$ cat src/rtl/c3lib_gf_clkmux_seq.sv
// c3lib_gf_clkmux_seq
// Switch sequencer for the glitch-free clock mux select. A request is accepted
// only in IDLE. The downstream domain is quiesced by handshake, the new select is
// driven, and the sequencer waits for both mux sync chains to settle. Quiesce is
// then released and the result is reported as a done pulse or a sticky error.
// Runs on the always-on reference clock.
module c3lib_gf_clkmux_seq #(
    parameter int   SETTLE_CYC  = 16,
    parameter int   TIMEOUT_CYC = 256,
    parameter logic SEL_RST_VAL = 1'b0
) (
    input  logic i_clk,
    input  logic i_rst_n,
    input  logic i_req_vld,
    input  logic i_req_sel,
    output logic o_req_rdy,
    output logic o_quiesce,
    input  logic i_quiesce_ack,
    output logic o_sel_clk,
    output logic o_busy,
    output logic o_done,
    output logic o_err
);

    localparam int CNT_MAX = (SETTLE_CYC > TIMEOUT_CYC) ? SETTLE_CYC : TIMEOUT_CYC;
    localparam int CNT_W   = $clog2(CNT_MAX) + 1;

    localparam logic [CNT_W-1:0] SETTLE_LAST  = CNT_W'(SETTLE_CYC - 1);
    localparam logic [CNT_W-1:0] TIMEOUT_LAST = CNT_W'(TIMEOUT_CYC - 1);
    localparam logic [CNT_W-1:0] CNT_SAT      = {CNT_W{1'b1}};

    typedef enum logic [2:0] {
        ST_IDLE    = 3'd0,
        ST_QUIESCE = 3'd1,
        ST_SWITCH  = 3'd2,
        ST_SETTLE  = 3'd3,
        ST_RELEASE = 3'd4
    } state_t;

    state_t           state_q,   state_d;
    logic [CNT_W-1:0] cnt_q,     cnt_d;
    logic             sel_q,     sel_d;
    logic             tgt_q,     tgt_d;
    logic             quiesce_q, quiesce_d;
    logic             busy_q,    busy_d;
    logic             done_q,    done_d;
    logic             err_q,     err_d;

    logic             accept;
    logic [CNT_W-1:0] cnt_inc;

    // Next-state logic: a request handshake in IDLE, then the quiesce/switch/settle/release walk
    always_comb begin
        state_d   = state_q;
        cnt_d     = cnt_q;
        sel_d     = sel_q;
        tgt_d     = tgt_q;
        quiesce_d = quiesce_q;
        done_d    = 1'b0;
        err_d     = err_q;
        accept    = i_req_vld && (state_q == ST_IDLE);
        cnt_inc   = (cnt_q == CNT_SAT) ? cnt_q : (cnt_q + CNT_W'(1));

        case (state_q)
            ST_IDLE: begin
                if (accept) begin
                    err_d = 1'b0;
                    if (i_req_sel == sel_q) begin
                        // Already on the requested clock: report done without disturbing traffic
                        done_d = 1'b1;
                    end else begin
                        tgt_d     = i_req_sel;
                        quiesce_d = 1'b1;
                        cnt_d     = '0;
                        state_d   = ST_QUIESCE;
                    end
                end
            end
            ST_QUIESCE: begin
                if (i_quiesce_ack) begin
                    state_d = ST_SWITCH;
                end else if (cnt_q == TIMEOUT_LAST) begin
                    err_d     = 1'b1;
                    quiesce_d = 1'b0;
                    cnt_d     = '0;
                    state_d   = ST_IDLE;
                end else begin
                    cnt_d = cnt_inc;
                end
            end
            ST_SWITCH: begin
                sel_d   = tgt_q;
                cnt_d   = '0;
                state_d = ST_SETTLE;
            end
            ST_SETTLE: begin
                if (cnt_q == SETTLE_LAST) begin
                    quiesce_d = 1'b0;
                    cnt_d     = '0;
                    state_d   = ST_RELEASE;
                end else begin
                    cnt_d = cnt_inc;
                end
            end
            ST_RELEASE: begin
                if (!i_quiesce_ack) begin
                    done_d  = 1'b1;
                    cnt_d   = '0;
                    state_d = ST_IDLE;
                end else if (cnt_q == TIMEOUT_LAST) begin
                    err_d   = 1'b1;
                    cnt_d   = '0;
                    state_d = ST_IDLE;
                end else begin
                    cnt_d = cnt_inc;
                end
            end
            default: begin
                quiesce_d = 1'b0;
                cnt_d     = '0;
                state_d   = ST_IDLE;
            end
        endcase

        busy_d = (state_d != ST_IDLE);
    end

    // State and registered outputs; synchronous reset aborts any switch in progress
    always_ff @(posedge i_clk) begin
        if (!i_rst_n) begin
            state_q   <= ST_IDLE;
            cnt_q     <= '0;
            sel_q     <= SEL_RST_VAL;
            tgt_q     <= SEL_RST_VAL;
            quiesce_q <= 1'b0;
            busy_q    <= 1'b0;
            done_q    <= 1'b0;
            err_q     <= 1'b0;
        end else begin
            state_q   <= state_d;
            cnt_q     <= cnt_d;
            sel_q     <= sel_d;
            tgt_q     <= tgt_d;
            quiesce_q <= quiesce_d;
            busy_q    <= busy_d;
            done_q    <= done_d;
            err_q     <= err_d;
        end
    end

    assign o_req_rdy = (state_q == ST_IDLE);
    assign o_quiesce = quiesce_q;
    assign o_sel_clk = sel_q;
    assign o_busy    = busy_q;
    assign o_done    = done_q;
    assign o_err     = err_q;

endmodule

$ cat config.mk
export PLATFORM = sky130hd
export DESIGN_NAME = c3lib_gf_clkmux_seq
export DESIGN_NICKNAME = d
export VERILOG_FILES = /design/src/rtl/c3lib_gf_clkmux_seq.sv
export SDC_FILE = /design/constraint.sdc
export NUM_CORES = 1
export LEC_CHECK = 0
export CAP_MARGIN = 20
export CORE_ASPECT_RATIO = 1.2
export CORE_MARGIN = 2
export CORE_UTILIZATION = 50
export DETAILED_ROUTE_END_ITERATION = 12
export PLACE_DENSITY = 0.79
export SLEW_MARGIN = 20
export SYNTH_ARGS = -nofsm -noshare
export SYNTH_HDL_FRONTEND = slang
export SYNTH_SLANG_ARGS = --single-unit
$ cat constraint.sdc
create_clock -name i_clk -period 1.7 [get_ports i_clk]
set_input_delay 0.34 -clock i_clk [delete_from_list [all_inputs] [get_ports i_clk]]
set_output_delay 0.34 -clock i_clk [all_outputs]
set_load 0.02 [all_outputs]
# Yosys cells after proc, flatten, opt, wreduce, memory -nomap -nowiden
# Index checks and enable logic that the tools add are counted.
[totals] reg_bits=18 latch_bits=0 mem_bits_rw=0 mem_bits_ro=0 inputBits=5 out_inout_bits=6 elab_cells=64 n_memories=0
[op_classes] n_addsub=1 n_mul=0 n_div=0 magnitude_cmp=0 eq_ne=14 shift=0 mux=30 bitwise=2 reduce_logical=9
[ops] operator="$mux 9" n=7
[ops] operator="$pmux 9 s4" n=1
[ops] operator="$mux 3" n=6
[ops] operator="$pmux 3 s5" n=1
[ops] operator="$mux 1" n=12
[ops] operator="$ne 2x2->1 const B" n=5
[ops] operator="$add 9x1->9 const B" n=1
[ops] operator="$eq 9x4->1 const B" n=1
[ops] operator="$eq 9x8->1 const B" n=1
[ops] operator="$eq 9x9->1 const B" n=1
[ops] operator="$eq 3x2->1 const B" n=2
[ops] operator="$reduce_and 3->1" n=2
[ops] operator="$reduce_and 6->1" n=1
[ops] operator="$reduce_bool 3->1" n=2
[ops] operator="$pmux 1 s4" n=1
[ops] operator="$reduce_and 4->1" n=1
[ops] operator="$eq 3x1->1 const B" n=1
[ops] operator="$eq 3x3->1 const B" n=1
[ops] operator="$logic_not 3->1" n=1
[ops] operator="$pmux 1 s3" n=1
[ops] operator="$ne 2x1->1 const B" n=1
[ops] operator="$not 1->1" n=2
[ops] operator="$pmux 1 s2" n=1
[ops] operator="$reduce_or 2->1" n=1
[ops] operator="other kinds (2)" n=2

# Depth between registers and ports, before layout
# Gate-level depths: netlist (run 1).
[depth] depth_word=5 depth_mapped=6 mapped_depth_nobuf=5

# Worst setup path before layout (run 1)
# Ideal clock, no wire load.
[synth_timing] path_kind="flip-flop to flip-flop" start="register cnt_q[0]" end="register cnt_q[6]" setup_time_ns=0.095 t_arrival_ns=1.579 t_required_ns=1.605 setup_slack_ns=0.026 path_stages_with_launch=7 path_buffers=1 cell_sequence="dfxtp_1 > ha_1 > and4b_1 > buf_6 > a2111oi_4 > o21ai_2 > a221oi_1"
[synth_via] elab_chain_cells=5 word_cells_on_any_way=10
[synth_lines] item="start, declared" line_no="41" text="logic [CNT_W-1:0] cnt_q, cnt_d;"
[synth_lines] item="start signal, assigned" line_no="141" text="cnt_q <= cnt_d;"
[synth_lines] item="$add 9x1->9 / $eq 9x9->1 (equally long branches)" line_no="62" text="cnt_inc = (cnt_q == CNT_SAT) ? cnt_q : (cnt_q + CNT_W'(1));"
[synth_lines] item="$mux 9" line_no="62"
[synth_lines] item="$mux 9" line_no="82, 110"
[synth_lines] item="$mux 9, on equally long branches" line_no="106, 80"
[synth_lines] item="$pmux 9 s4 *" line_no="64" text="case (state_q)"
# Every way passes the cells marked *; elsewhere a longest branch is shown, timed or not. The select of a mux whose other input is x is not followed.
# A chain may end at the register's enable or synchronous reset.

# Worst setup path in the final report (run 1)
[layout_timing] start="register cnt_q[1]" end="register cnt_q[5]"
# The elaborated chain is that of the path after synthesis.

==> flow_summary_export.csv, run 1 <==
group,metric,value,unit
worst_setup_path,timing.critical_path.fanout_max,10,
cts,htree_levels,1,
hold_path,hold-path-endpoint,"tgt_q",
grt,largest_net_degree_at_the_start_of_global_routing,15,
yosys,synth.avg_cell_area,8.84,um2
die,die_area,2620,um2
power_and_ir_drop,p_clk_frac,0.234,
worst_setup_path,critical_path_required,1.94,ns
power_and_ir_drop,seq_power_share,0.491,
layout,layout_common_cells,"buf_4 (37), dfxtp_1 (12), nor2_1 (11), nand2_1 (8), a21oi_1 (8)",
yosys,mappedNetlistNets,132,
hold_path,hold_path_depth,3,
die,fp.dieH,55.7,um
yosys,synth_edf_count,0,
power_and_ir_drop,pwr-share-comb,0.275,
cts,tritoncts_buffer_count,3,
cts,ctsLongestPathBuffers,2,
cts,clock_tree.root_cell,"clkbuf_4",
routing,detail_route.vias_per_cell,6.05,
worst_setup_path,criticalPathCategory,"flip-flop to flip-flop",
worst_setup_path,worstReg2RegEnd,"cnt_q[5]",
timing,max_freq,606,MHz
power_and_ir_drop,static-leakage-power,0.618,nW
worst_setup_path,depth_of_the_worst_register_to_register_path,7,
timing,finalWorstPathRequiredPeriod,1.65,ns
worst_setup_path,setup.worst_path.start_class,"flip-flop",
yosys,synth.lib_cells_used.distinct,52,
cts,clk_transition_reported_paths,0.10,ns
place,place.gp.congestion,0.828,
yosys,synth-main-ff-cell,"dfxtp_1",
hold_path,holdCritPathClass,"input port to flip-flop",
power_and_ir_drop,internal-power,0.654,mW
timing,setup-violations-final,0,
yosys,synth.cell_area,1110,um2
worst_setup_path,r2r-start,"cnt_q[1]",
routing,routed_wl,3.31,mm
routing,drt_first_iter_violations,44,
power_and_ir_drop,totalPowerFinal,0.944,mW
power_and_ir_drop,peakVddDrop,0.000681,V
yosys,synthesized_flop_and_latch_total,18,
grt,initial_antenna_violation_count,0,
grt,grt_pass1_wl,5.39,mm
routing,drt-wirelength-per-cell,16.5,um
cts,clock_sinks,18,
routing,post-route-drc-count,0,
place,numPortBuffers,10,
hold_path,hold_path_startpoint,"i_req_sel",
timing,worst_slew_margin_rel,0.738,
layout,antenna_cells_inserted,0,
run,maxCapViolCount,0,
place,place_hpwl,2.32,mm
cts,clock_insertion_delay_worst_skew,0.30,ns
timing,slew_viol_final,0,
worst_setup_path,ff2ff_setup_slack,0.05,ns
timing,timing_hold_violations_final,0,
yosys,synth-async-reset-ratio,0,
worst_setup_path,worst_ep_arrival_time,1.89,ns
die,placement_rows,18,
layout,post_layout_util,0.756,
timing,rsz_0062_raised_after_global_routing,"yes",
die,i_o_pins,11,
yosys,postSynthCellCount,126,
timing,post-route-period-util,0.970,
die,die_width,47.1,um
power_and_ir_drop,power_density,596,nW/um2
power_and_ir_drop,switching_share,0.308,
routing,route.antenna.remaining_nets,0,
layout,fin_nets,179,
layout,layout-drive-gt1-share,0.404,
grt,grt.total_usage,0.280,
grt,grt_overflow_total,0,
timing,holdWs,0.519,ns
power_and_ir_drop,p_sw,0.290,mW
grt,number_of_global_route_vias_before_repair,1214,
cts,cts_tree,"yes",
layout,mostFrequentLayoutCell,"buf_4",
worst_setup_path,critical_path.startpoint,"cnt_q[1]",
outcome,status,"completed",
timing,worst-slew-pin-transition,0.391,ns
layout,synthToLayoutAreaGrowth,42.1,%
die,initial_core_util,0.532,
timing,final.setup_skew,0.00412,ns
worst_setup_path,worst_setup_ep_type,"flip-flop",
routing,vias,1217,
die,core_footprint,2090,um2
yosys,yosys_warnings,0,
yosys,seq_area_frac_synth,0.324,
routing,detail_route.first_pass.iterations,5,
==> registers in the layout (all words and copies together) (netlist names) <==
name and cells:
o_done 1, tgt_q 1, o_quiesce 1, o_sel_clk 1
cnt_q 9, o_busy 1, state_q 3, o_err 1
==> how the worst max path moves through the flow <==
stage                     endpoint  slack, ns
after global placement    cnt_q[5]      -0.34
after global routing      cnt_q[7]      -0.04
after floorplan           cnt_q[6]       0.03
after CTS                 cnt_q[7]      -0.03
after detailed placement  cnt_q[5]      -0.41
final                     cnt_q[5]       0.05
==> kinds of logic (layout without fill, tap and decap cells) <==
kind of cell	Yosys count	count (layout)	share of synthesized area
AOI/OAI and AO/OA	41	41	0.303
xor gates and xnor gates	2	2	0.0157
and+or+nand+nor	51	51	0.260
DFF	18	18	0.324
muxes	1	1	0.0124
adders and majority gates	1	1	0.0112
buffers and inverters	12	57	0.0741
==> per-layer routing <==
layer,part of all wire,track usage,up-vias
li1,-,-,572
met4,0.026,0.163,0
met3,0.047,0.0455,9
met2,0.52,0.452,53
met5,0,0,-
met1,0.40,0.331,583
==> power groups by stage <==
stage,logic [mW],registers [mW],clock network (mW)
floorplan,0.127,0.469,0
global placement,0.221,0.467,0
detailed placement,0.232,0.468,0
CTS,0.244,0.462,0.223
global route,0.277,0.466,0.244
finish,0.260,0.463,0.221
==> worst max-delay path, cell delays in order, from the launching register on <==
cell,delay (ns)
dfxtp_2,0.35
ha_4,0.16
buf_4,0.13
nand3_2,0.08
nor3_2,0.05
buf_4,0.17
or4_1,0.51
a22oi_2,0.13
==> cell type report <==
| class | instances | area, um2 |
|---|---|---|
| Inverter | 5 | 18.8 |
| Timing Repair Buffer | 49 | 394 |
| Tap cell | 30 | 37.5 |
| Multi-Input combinational cell | 96 | 742 |
| Clock buffer | 3 | 22.5 |
| Fill cell | 160 | 512 |
| Sequential cell | 18 | 368 |
==> through the flow <==
stage | instances | worst slack, ns | cell area (um2) | setup TNS [ns]
final | 201 | 0.0504 | 1580 | 0
after global routing | 201 | -0.0437 | 1580 | -0.0994
after CTS | 200 | -0.0270 | 1550 | -0.0732
after detailed placement | 194 | -0.410 | 1450 | -3.58
after global placement | 194 | -0.342 | 1450 | -2.93
after floorplan | 126 | 0.0261 | 1110 | 0
==> cells in the mapped netlist, types with 2 or more instances <==
library cell  number  area (um2)
a211oi_1           2        15.0
a21oi_1            8        40.0
a221oi_1           2        17.5
a22oi_1            5        37.5
a41oi_1            2        17.5
and3_1             3        18.8
buf_6              3        33.8
dfxtp_1           18         360
inv_1              5        18.8
nand2_1            8        30.0
nand3_1            5        25.0
nor2_1            11        41.3
nor3_1             5        25.0
nor3b_1            2        15.0
o21ai_0            6        30.0
o31ai_1            3        22.5
or3_1              2        12.5
or4_1              2        15.0
==> repair_timing <==
action / CTS / global route
setup endpoints to repair: 10 / 11
hold buffers: 0 / 0
buffers inserted: 3 / 1
pin swaps: 9 / 6
resized for setup: 19 / 9
Power figures use the tool's default switching activity.
==> run 2: changes to the inputs <==
CORE_UTILIZATION = 53   (was 50)
PLACE_DENSITY = 0.75   (was 0.79)
REMOVE_ABC_BUFFERS = 1   (was not set)
clock period = 2.04 ns   (was 1.7 ns; I/O delays follow)
==> flow_summary_export.csv, run 2 (same netlist as run 1, synthesis figures left out) <==
group,metric,value,unit
cts,clk_transition_reported_paths,0.11,ns
run,maxCapViolCount,0,
layout,largestRegisters,"cnt_q (9), state_q (3)",
timing,worst-slew-pin-transition,0.451,ns
worst_setup_path,slowest_stage,"clkdlybuf4s50_1",
cts,ctsLongestPathBuffers,2,
layout,mostFrequentLayoutCell,"dfxtp_1",
place,numPortBuffers,10,
timing,rsz_0062_raised_after_global_routing,"no",
layout,largest_reg_flops,9,
grt,grt_overflow_total,0,
die,placement_rows,18,
worst_setup_path,critical_path_required,2.27,ns
die,core_footprint,2030,um2
grt,number_of_global_route_vias_before_repair,880,
timing,final.setup_skew,0.00357,ns
routing,drt_first_iter_violations,25,
layout,top_register,"cnt_q",
routing,detail_route.vias_per_cell,6.40,
power_and_ir_drop,static-leakage-power,0.463,nW
place,place_hpwl,1.78,mm
timing,timing_hold_violations_final,0,
worst_setup_path,worstReg2RegEnd,"o_busy",
power_and_ir_drop,peakVddDrop,0.000437,V
layout,layout_common_cells,"dfxtp_1 (17), nor2_1 (11), buf_4 (10), clkdlybuf4s50_1 (9)",
cts,htree_levels,1,
worst_setup_path,crit_path_max_cell_delay,0.50,ns
worst_setup_path,timing.critical_path.fanout_max,8,
routing,drt-wirelength-per-cell,14.8,um
timing,setup_slack,0.180,ns
routing,detail_route.first_pass.iterations,4,
grt,grt_pass1_wl,3.80,mm
die,i_o_pins,11,
place,pre_cts_ws,-0.157,ns
worst_setup_path,r2r-start,"cnt_q[0]",
worst_setup_path,wp_buf_inv,1,
cts,cts_resized,0,
grt,largest_net_degree_at_the_start_of_global_routing,15,
layout,synthToLayoutAreaGrowth,15.8,%
worst_setup_path,ff2ff_setup_slack,0.20,ns
worst_setup_path,critical_path.startpoint,"i_req_vld",
die,initial_core_util,0.549,
layout,layout.cells.non_filler,163,
routing,post-route-drc-count,0,
timing,max_freq,538,MHz
grt,grt.total_usage,0.212,
worst_setup_path,endpoint,"cnt_q[5]",
layout,layout-drive-gt1-share,0.175,
timing,slew_viol_final,0,
place,placed_cells,159,
outcome,status,"completed",
routing,vias,1044,
cts,clock_sinks,18,
power_and_ir_drop,power_density,602,nW/um2
worst_setup_path,worst_setup_ep_type,"flip-flop",
worst_setup_path,critical_path_cell_count,5,
cts,ctsHoldBuffers,0,
timing,worst_slew_margin_rel,0.700,
timing,setup-violations-final,0,
layout,post_layout_util,0.636,
timing,finalWorstPathRequiredPeriod,1.86,ns
timing,post-route-period-util,0.912,
grt,initial_antenna_violation_count,0,
die,die_width,45.8,um
layout,fill_cells,171,
routing,routed_wl,2.41,mm
cts,cts_post_setup_buffers_inserted,0,
worst_setup_path,critical_path.top_delay_family,"simple AND/OR/NAND/NOR gates",
worst_setup_path,depth_of_the_worst_register_to_register_path,6,
cts,cts_tree,"yes",
cts,clock_tree.root_cell,"clkbuf_4",
power_and_ir_drop,totalPowerFinal,0.776,mW
worst_setup_path,criticalPathCategory,"input port to flip-flop",
place,place.gp.congestion,0.859,
die,die_area,2490,um2
hold_path,holdCritPathClass,"flip-flop to flip-flop",
cts,tritoncts_buffer_count,3,
worst_setup_path,worstPathCellList,"clkdlybuf4s50_1, or2b_1, o221a_4, or4_1, a22oi_1",
die,fp.dieH,54.2,um
routing,route.antenna.remaining_nets,0,
worst_setup_path,worst_ep_arrival_time,2.09,ns
cts,clock_insertion_delay_worst_skew,0.30,ns
worst_setup_path,setup.worst_path.start_class,"input port",
layout,antenna_cells_inserted,0,
layout,fin_nets,150,
[run 2: worst min path at each step]
stage | from | endpoint | slack, ns | depth (start not counted)
after floorplan | tgt_q | tgt_q | 0.46 | 2
after global placement | tgt_q | tgt_q | 0.48 | 2
after detailed placement | tgt_q | tgt_q | 0.49 | 2
after CTS | tgt_q | tgt_q | 0.51 | 2
after global routing | tgt_q | tgt_q | 0.52 | 2
final | tgt_q | tgt_q | 0.50 | 2
[run 2: layout make-up]
class	count	area (um2)	area share
multi-input cells	96	671	0.520
flip-flops and latches	18	362	0.280
repair buffers	20	178	0.138
clock buffers	4	36.3	0.0281
well taps	20	25.0	0.0194
inverters	5	18.8	0.0145
[run 2: per-layer routing]
layer / share of wire / vias to the layer above / global-route usage
met2: 0.48 / 33 / 0.331
met4: 0.022 / 0 / 0.119
li1: - / 517 / -
met3: 0.047 / 7 / 0.0429
met1: 0.45 / 487 / 0.268
met5: 0 / - / 0
[run 2: worst reg2reg max path, delay by kind of cell (launching register included)]
kind                     cells  cell delay, ns
adder cells (fa/ha/maj)      1            0.23
AND/OR/NAND/NOR              2            0.37
flip-flops                   1            0.41
buffers and inverters        1            0.16
AO/OA/AOI/OAI                2            0.55
[run 2: power by group]
group	switching (mW)	internal, mW
Sequential	0.0177	0.367
Combinational	0.0840	0.0755
Clock	0.123	0.109
[run 2: per-stage QoR]
| stage | hold slack, ns | instance area (um2) | TNS, ns |
|---|---|---|---|
| after detailed placement | 0.488 | 1250 | -0.761 |
| after global routing | 0.522 | 1290 | 0 |
| after floorplan | 0.464 | 1050 | 0 |
| final | 0.502 | 1290 | 0 |
| after CTS | 0.505 | 1290 | 0 |
| after global placement | 0.477 | 1250 | -0.436 |
